==> config.mk <==
export PLATFORM = sky130hd
export DESIGN_NAME = uart_rx
export DESIGN_NICKNAME = d
export VERILOG_FILES = /design/src/rtl/uart_pkg.sv /design/src/rtl/uart_sync2.sv /design/src/rtl/uart_rx.sv
export SDC_FILE = /design/constraint.sdc
export NUM_CORES = 1
export LEC_CHECK = 0
export ABC_AREA = 1
export ABC_CLOCK_PERIOD_IN_PS = 1900
export BUFFER_PORTS_ARGS = -buffer_cell sky130_fd_sc_hd__buf_2
export CORE_MARGIN = 2
export CORE_UTILIZATION = 45
export DETAILED_ROUTE_END_ITERATION = 10
export GPL_TIMING_DRIVEN = 1
export SYNTH_ARGS = -nofsm -noshare
export SYNTH_HDL_FRONTEND = slang
export SYNTH_SLANG_ARGS = --single-unit
==> constraint.sdc <==
create_clock -name clk -period 1.9 [get_ports clk]
set_clock_uncertainty 0.2 [all_clocks]
set_input_delay 0 -clock clk [delete_from_list [all_inputs] [get_ports clk]]
set_output_delay 0 -clock clk [all_outputs]
set_load 0.1 [all_outputs]
==> src/rtl/uart_pkg.sv <==
// uart_pkg: state encodings and baud-period formula shared by the UART receiver and transmitter.
package uart_pkg;

    typedef enum logic [2:0] {
        IDLE  = 3'd0,
        START = 3'd1,
        DATA  = 3'd2,
        STOP  = 3'd3,
        BREAK = 3'd4
    } state_t;

    function automatic int baud_count(input int clk_freq_mhz, input int baudrate);
        return clk_freq_mhz * 1_000_000 / baudrate;
    endfunction

endpackage

==> src/rtl/uart_sync2.sv <==
// uart_sync2: two-flop synchronizer for an asynchronous single-bit input.
module uart_sync2 #(
    parameter logic RESET_VAL = 1'b1
) (
    input  logic clk,
    input  logic rst,
    input  logic d,
    output logic q
);

    logic meta;

    always_ff @(posedge clk or posedge rst) begin
        if (rst) begin
            meta <= RESET_VAL;
            q    <= RESET_VAL;
        end else begin
            meta <= d;
            q    <= meta;
        end
    end

endmodule

==> src/rtl/uart_rx.sv <==
// uart_rx: 8N1 LSB-first UART receiver with valid/ack handshake, framing-error pulse and sticky overrun.
module uart_rx
    import uart_pkg::*;
#(
    parameter int DATA_WIDTH     = 8,
    parameter int BAUDRATE       = 9600,
    parameter int CLK_FREQ_MHZ   = 125,
    parameter int BAUDRATE_COUNT = baud_count(CLK_FREQ_MHZ, BAUDRATE),
    parameter int BAUDRATE_WIDTH = $clog2(BAUDRATE_COUNT)
) (
    input  logic                  clk,
    input  logic                  rst,
    input  logic                  rx,
    input  logic                  rx_ack,
    output logic [DATA_WIDTH-1:0] data_o,
    output logic                  rx_valid,
    output logic                  rx_busy,
    output logic                  frame_err,
    output logic                  overrun
);

    localparam int BIT_WIDTH = $clog2(DATA_WIDTH) + 1;
    localparam logic [BAUDRATE_WIDTH-1:0] BAUD_LAST = BAUDRATE_WIDTH'(BAUDRATE_COUNT - 1);
    localparam logic [BAUDRATE_WIDTH-1:0] BAUD_HALF = BAUDRATE_WIDTH'(BAUDRATE_COUNT / 2 - 1);
    localparam logic [BIT_WIDTH-1:0]      BIT_LAST  = BIT_WIDTH'(DATA_WIDTH - 1);

    state_t                  state, state_n;
    logic [BAUDRATE_WIDTH-1:0] baud_cnt, baud_n;
    logic [BIT_WIDTH-1:0]    bit_cnt, bit_n;
    logic [DATA_WIDTH-1:0]   shift_reg, shift_n;
    logic                    good, good_n, ferr_n;
    logic                    rx_s;

    uart_sync2 #(.RESET_VAL(1'b1)) u_sync (
        .clk (clk),
        .rst (rst),
        .d   (rx),
        .q   (rx_s)
    );

    assign rx_busy = (state != IDLE);

    always_comb begin
        state_n = state;
        baud_n  = (state == IDLE) ? '0 : baud_cnt + 1'b1;
        bit_n   = bit_cnt;
        shift_n = shift_reg;
        good_n  = 1'b0;
        ferr_n  = 1'b0;
        case (state)
            IDLE: if (!rx_s) state_n = START;
            START: if (baud_cnt == BAUD_HALF) begin
                state_n = rx_s ? IDLE : DATA;
                baud_n  = '0;
                bit_n   = '0;
            end
            // shifting in from the top leaves bit 0 at the LSB after the last data bit
            DATA: if (baud_cnt == BAUD_LAST) begin
                shift_n = {rx_s, shift_reg[DATA_WIDTH-1:1]};
                bit_n   = bit_cnt + 1'b1;
                baud_n  = '0;
                if (bit_cnt == BIT_LAST) state_n = STOP;
            end
            STOP: if (baud_cnt == BAUD_LAST) begin
                baud_n  = '0;
                good_n  = rx_s;
                ferr_n  = !rx_s;
                state_n = rx_s ? IDLE : BREAK;
            end
            BREAK: begin
                baud_n = '0;
                if (rx_s) state_n = IDLE;
            end
            default: state_n = IDLE;
        endcase
    end

    always_ff @(posedge clk or posedge rst) begin
        if (rst) begin
            state     <= IDLE;
            baud_cnt  <= '0;
            bit_cnt   <= '0;
            shift_reg <= '0;
            good      <= 1'b0;
            frame_err <= 1'b0;
            data_o    <= '0;
            rx_valid  <= 1'b0;
            overrun   <= 1'b0;
        end else begin
            state     <= state_n;
            baud_cnt  <= baud_n;
            bit_cnt   <= bit_n;
            shift_reg <= shift_n;
            good      <= good_n;
            frame_err <= ferr_n;
            // a completion beats a same-cycle ack; the ack still absorbs the old byte so no overrun
            if (good) begin
                data_o   <= shift_reg;
                rx_valid <= 1'b1;
                overrun  <= rx_valid & ~rx_ack;
            end else if (rx_ack && rx_valid) begin
                rx_valid <= 1'b0;
                overrun  <= 1'b0;
            end
        end
    end

endmodule

Word-level counts from Yosys, hierarchy flattened --
Index checks and enable logic that the tools add are counted. Widths: inputs -> output; s select.
Cells by class: multiply operators 0, divide/modulo/power cells 0, bitwise gates (word level) 2, shift operators 0, muxes and demuxes 23, add/sub/neg operators 2, reduce and logical (&&, ||, !) cells 10, order comparisons 0, eq/ne operators 13
Operator list (count):
- $mux 14 | 3
- $pmux 14 s3 | 1
- $mux 3 | 7
- $pmux 3 s5 | 1
- $add 14x1->14 const B | 1
- $eq 14x13->1 const B | 1
- $eq 14x14->1 const B | 1
- $ne 2x2->1 const B | 5
- $mux 4 | 2
- $pmux 4 s2 | 1
- $mux 1 | 7
- $eq 3x2->1 const B | 2
- $reduce_and 6->1 | 1
- $add 4x1->4 const B | 1
- $eq 4x3->1 const B | 1
- $reduce_bool 2->1 | 2
- $eq 3x1->1 const B | 1
- $eq 3x3->1 const B | 1
- $logic_not 3->1 | 1
- $reduce_and 3->1 | 1
- $reduce_bool 3->1 | 1
- $mux 2 | 1
- $ne 2x1->1 const B | 1
- $reduce_and 2->1 | 1
- other kinds (5) | 5
Word-level totals: bits in read-only memories 0, register bits 43, bits in writable memories 0, output and inout bits 12, bits of input ports 4, word-level logic and storage cells 61, memories kept 0, bits in latches 0

Depth between registers and ports, before layout --
depth in word-level cells 4, gate-level depth with buffers 10, depth with buffers taken out 10

Cells and area by module --
Synthesis repeated with hierarchy kept, for this count alone.
Second synthesis, totals: cells, all modules 276, area total of the unflattened synthesis 2207.1 sq um
Modules (own cells, without submodules):
- uart_rx | instances 1, seq. area each 1026.0 sq um, cells an instance 273, area an instance 2150.8 sq um
- uart_sync2 | instances 1, seq. area each 52.6 sq um, cells an instance 3, area an instance 56.3 sq um

Worst setup path after synthesis --
No wires, ideal clock.
path kind register -> register, start point register state[2], end point register state[0], clock period less this slack 2.038 ns, stages on the path, launching flop included 8, buffers on the path 0, path slack -0.138 ns, data required time 1.583 ns, data arrival time 1.721 ns, path through dfrtp_1 -> nor2_2 -> nand2_1 -> nor2_1 -> nor2_1 -> nand3_1 -> nand2_1 -> nand2_1
On the way: cells in the longest elaborated chain, start to end 3, elaborated cells on any way between the ends 13
RTL lines:
- start: declaration | line uart_rx.sv:27 | state_t state, state_n;
- start signal: assignment | line uart_rx.sv:90 | state <= state_n;
- $eq 3x3->1, or another cell as far along | line uart_rx.sv:50 | case (state)
- $ne 2x1->1 (no source line) or $ne 2x2->1 (tied branches)
- $reduce_and 6->1 (no source line)
Several ways; a longest one is shown, not always the timed one. A chain may end at the register's enable or synchronous reset.

Final worst setup path --
start point register baud_cnt[1], end point register baud_cnt[1]
On the way: cells in the longest elaborated chain, start to end 4, elaborated cells on any way between the ends 7
RTL lines:
- start: declaration | line uart_rx.sv:28 | logic [BAUDRATE_WIDTH-1:0] baud_cnt, baud_n;
- start signal: assignment | line uart_rx.sv:91 | baud_cnt <= baud_n;
- $add 14x1->14 | line uart_rx.sv:45 | baud_n = (state == IDLE) ? '0 : baud_cnt + 1'b1;
- $mux 14 | line uart_rx.sv:45
- $mux 14 (on tied branches) | line uart_rx.sv:58, uart_rx.sv:64, uart_rx.sv:52
- $pmux 14 s3 * | line uart_rx.sv:50
- named net baud_n[1] | line uart_rx.sv:28
Mark *: on every way through the listed nets, which the timed path passes. The rest lies on a longest branch.

==> metrics <==
hold-critical path endpoint u_sync.meta; critical path capture point type flop; mean number of vias per cell 4.73; clk buf depth 2; post-synthesis net count 274; DRC violation count after routing 0; 1st-iter DRT viols 105; row count 25; leading cell types in the layout, fill and taps excluded 91 x nand2_1, 40 x dfrtp_1, 35 x nor2_1, 28 x inv_1, 17 x nand3_1; multiplexer share of the synthesized area 0%; Synth Area in XOR/XNOR 3.64%; CTS buffer count 5; Synth Cell Area 2170 um2; postcts setup bufs 0; largest family of logic cells by synthesized area simple AND/OR/NAND/NOR gates; Routed WL 4.13 mm; Data arrival, critical path 1.75 ns; worst slew pin tran 0.550 ns; Crit path largest cell delay 0.43 ns; P per Cell Area 625 nW/um2; vias in the first global route 1500; Synth Area in Simple Gates 37.4%; Ant. Diodes 0; Vias 1661; total congestion overflow 0; GPL Wtd Cong 0.834; Tightest Hold Check Type input pin to flop; most common cell after layout, fill and taps aside nand2_1; DP HPWL 2.89 mm; Top Ports 16; Die W 73.4 um; setup_tns 0 ns; GR Util All Layers 17.1%; fillers 463; Clk pin slew, worst setup/hold paths 0.09 ns; min cycle time layout 1.75 ns; Routed Antenna Nets 0; crit-path cells ha_4 > inv_2 > nor2_1 > nand2_1 > nor2_4 > nand2_2 > nand2_4 > nand3_4 > nand2_4 > nor2_1; final worst path period share 92.3%; critical path required time 1.89 ns; Post-Synth Adder-Cell Area 1.73%; initial antenna violation count 0; cells on worst reg2reg path 10; unrepaired setup endpoints after global routing no; Max IR drop VDD 0.435 mV; worst-path maximum fanout 8; yosys warns 0; # nets final 303; reg2reg end baud_cnt[1]; Max Cap Viol 0; Compound-Gate Fraction of Synth Area 1.85%; layout cells sized above 1 16.2%; number of flip-flops under the largest register name 14; CTS tree done; post-synthesis sequential area ratio 49.8%; clock sink count 43; TritonRoute pass-1 iters 4; hold path depth 2; CTS root buffer clkbuf_8; CP Buf/Inv Count 1; Clk Latency, worst-skew pair 0.30 ns; Min-Delay Startpoint rx; number of distinct library cells after synthesis 26; Setup-failing EPs final 0; largest net degree at the start of global routing 44; worst setup path category flop to flop; Reg2Reg Setup Slack 0.15 ns; fmax 0.570 GHz; synthesis-to-layout area growth 14.8%; CP max-delay cell dfrtp_1; Hold Vio Cnt, Final 0; total power 1550 uW; FF+latch count, synth 43; Die Height 73.4 um; startpoint types flop; synthesized instance count 267; Final Max Tran Viols 0; mean area per synthesized cell 8.11 um2; max_slew headroom 63.3%; Starting Density 46.2%; H-Tree Depth 2; WL per Instance 11.8 um; total die area 5380 um2; CORE AREA 4690 um2; worst flop-to-flop path startpoint baud_cnt[1]; leakage power 0.00135 uW; first-pass GRT wire length 7.02 mm; Port-buffer cells 15; status completed; crit-path leading delay family simple AND/OR/NAND/NOR gates
kinds of logic (layout without fill, tap and decap cells):
family	after synthesis	count (layout)
AOI/OAI and AO/OA	7	7
xor gates and xnor gates	9	9
adders and majority gates	3	3
buffers and inverters	32	62
DFF	43	43
and+or+nand+nor	173	173
worst max path at each step:
stage	from	endpoint	slack (ns)	depth (start not counted)
final	baud_cnt[1]	baud_cnt[1]	0.15	10
after global routing	baud_cnt[1]	baud_cnt[3]	0.02	10
after global placement	baud_cnt[0]	baud_cnt[2]	0.11	10
after floorplan	state[2]	state[0]	0.19	7
after CTS	baud_cnt[0]	baud_cnt[1]	0.08	10
after detailed placement	baud_cnt[0]	baud_cnt[3]	0.10	10
power breakdown:
part           internal, uW  total (uW)  switching, uW  leakage, uW
Clock                   263         606            343    0.0000408
Combinational          8.30        28.8           20.5     0.000732
Sequential              918         920           1.50     0.000577
metal layers:
metal / global-route usage, % / part of all wire [%] / routed length (um)
met1: 24.9 / 52 / 2130
met2: 25.3 / 44 / 1820
met3: 4.12 / 3.4 / 140
met4: 4.85 / 0.90 / 37
met5: 0 / 0 / 0
cell usage after synthesis:
master | count | area [um2]
a21oi_1 | 1 | 5.00
clkbuf_1 | 1 | 3.75
clkinv_1 | 1 | 3.75
dfrtp_1 | 41 | 1030
dfstp_2 | 2 | 52.6
ha_1 | 3 | 37.5
inv_1 | 29 | 109
inv_2 | 1 | 3.75
nand2_1 | 92 | 345
nand2_2 | 4 | 25.0
nand2_4 | 3 | 33.8
nand3_1 | 17 | 85.1
nand3_4 | 2 | 35.0
nand3b_1 | 3 | 22.5
nand4_1 | 9 | 56.3
nor2_1 | 35 | 131
nor2_2 | 2 | 12.5
nor2_4 | 1 | 11.3
nor3_1 | 3 | 15.0
nor3_4 | 1 | 16.3
nor4_4 | 1 | 21.3
o21a_1 | 1 | 7.51
o21ai_0 | 4 | 20.0
o21bai_1 | 1 | 7.51
xnor2_1 | 3 | 26.3
xor2_1 | 6 | 52.6
final cells by class:
| class | instances | area, um2 | share of cell area [%] |
|---|---|---|---|
| Tap cell | 54 | 67.6 | 2.72 |
| Timing Repair Buffer | 23 | 143 | 5.74 |
| Inverter | 31 | 116 | 4.68 |
| Multi-Input combinational cell | 192 | 987 | 39.7 |
| Clock buffer | 5 | 68.8 | 2.77 |
| Clock inverter | 3 | 23.8 | 0.956 |
| Sequential cell | 43 | 1080 | 43.4 |
through the flow:
stage          std cells  util [%]  worst slack, ns  instance area (um2)  hold slack, ns
6_report             351      53.0            0.146                 2490           0.143
5_1_grt              351      53.0           0.0187                 2490           0.137
4_1_cts              351      52.6           0.0763                 2470           0.130
3_5_place_dp         340      50.0            0.103                 2340         -0.0934
3_3_place_gp         340      50.0            0.111                 2340         -0.0945
2_1_floorplan        267         -            0.189                 2170          -0.196
repair_timing:
| item | CTS | global route |
|---|---|---|
| resized for setup | 0 | 4 |
| endpoints found under the hold margin | 44 | 0 |
| hold buffers | 3 | 0 |
| endpoints found under the setup margin | 0 | 16 |
Note: power is estimated with default switching activity, not from simulation.
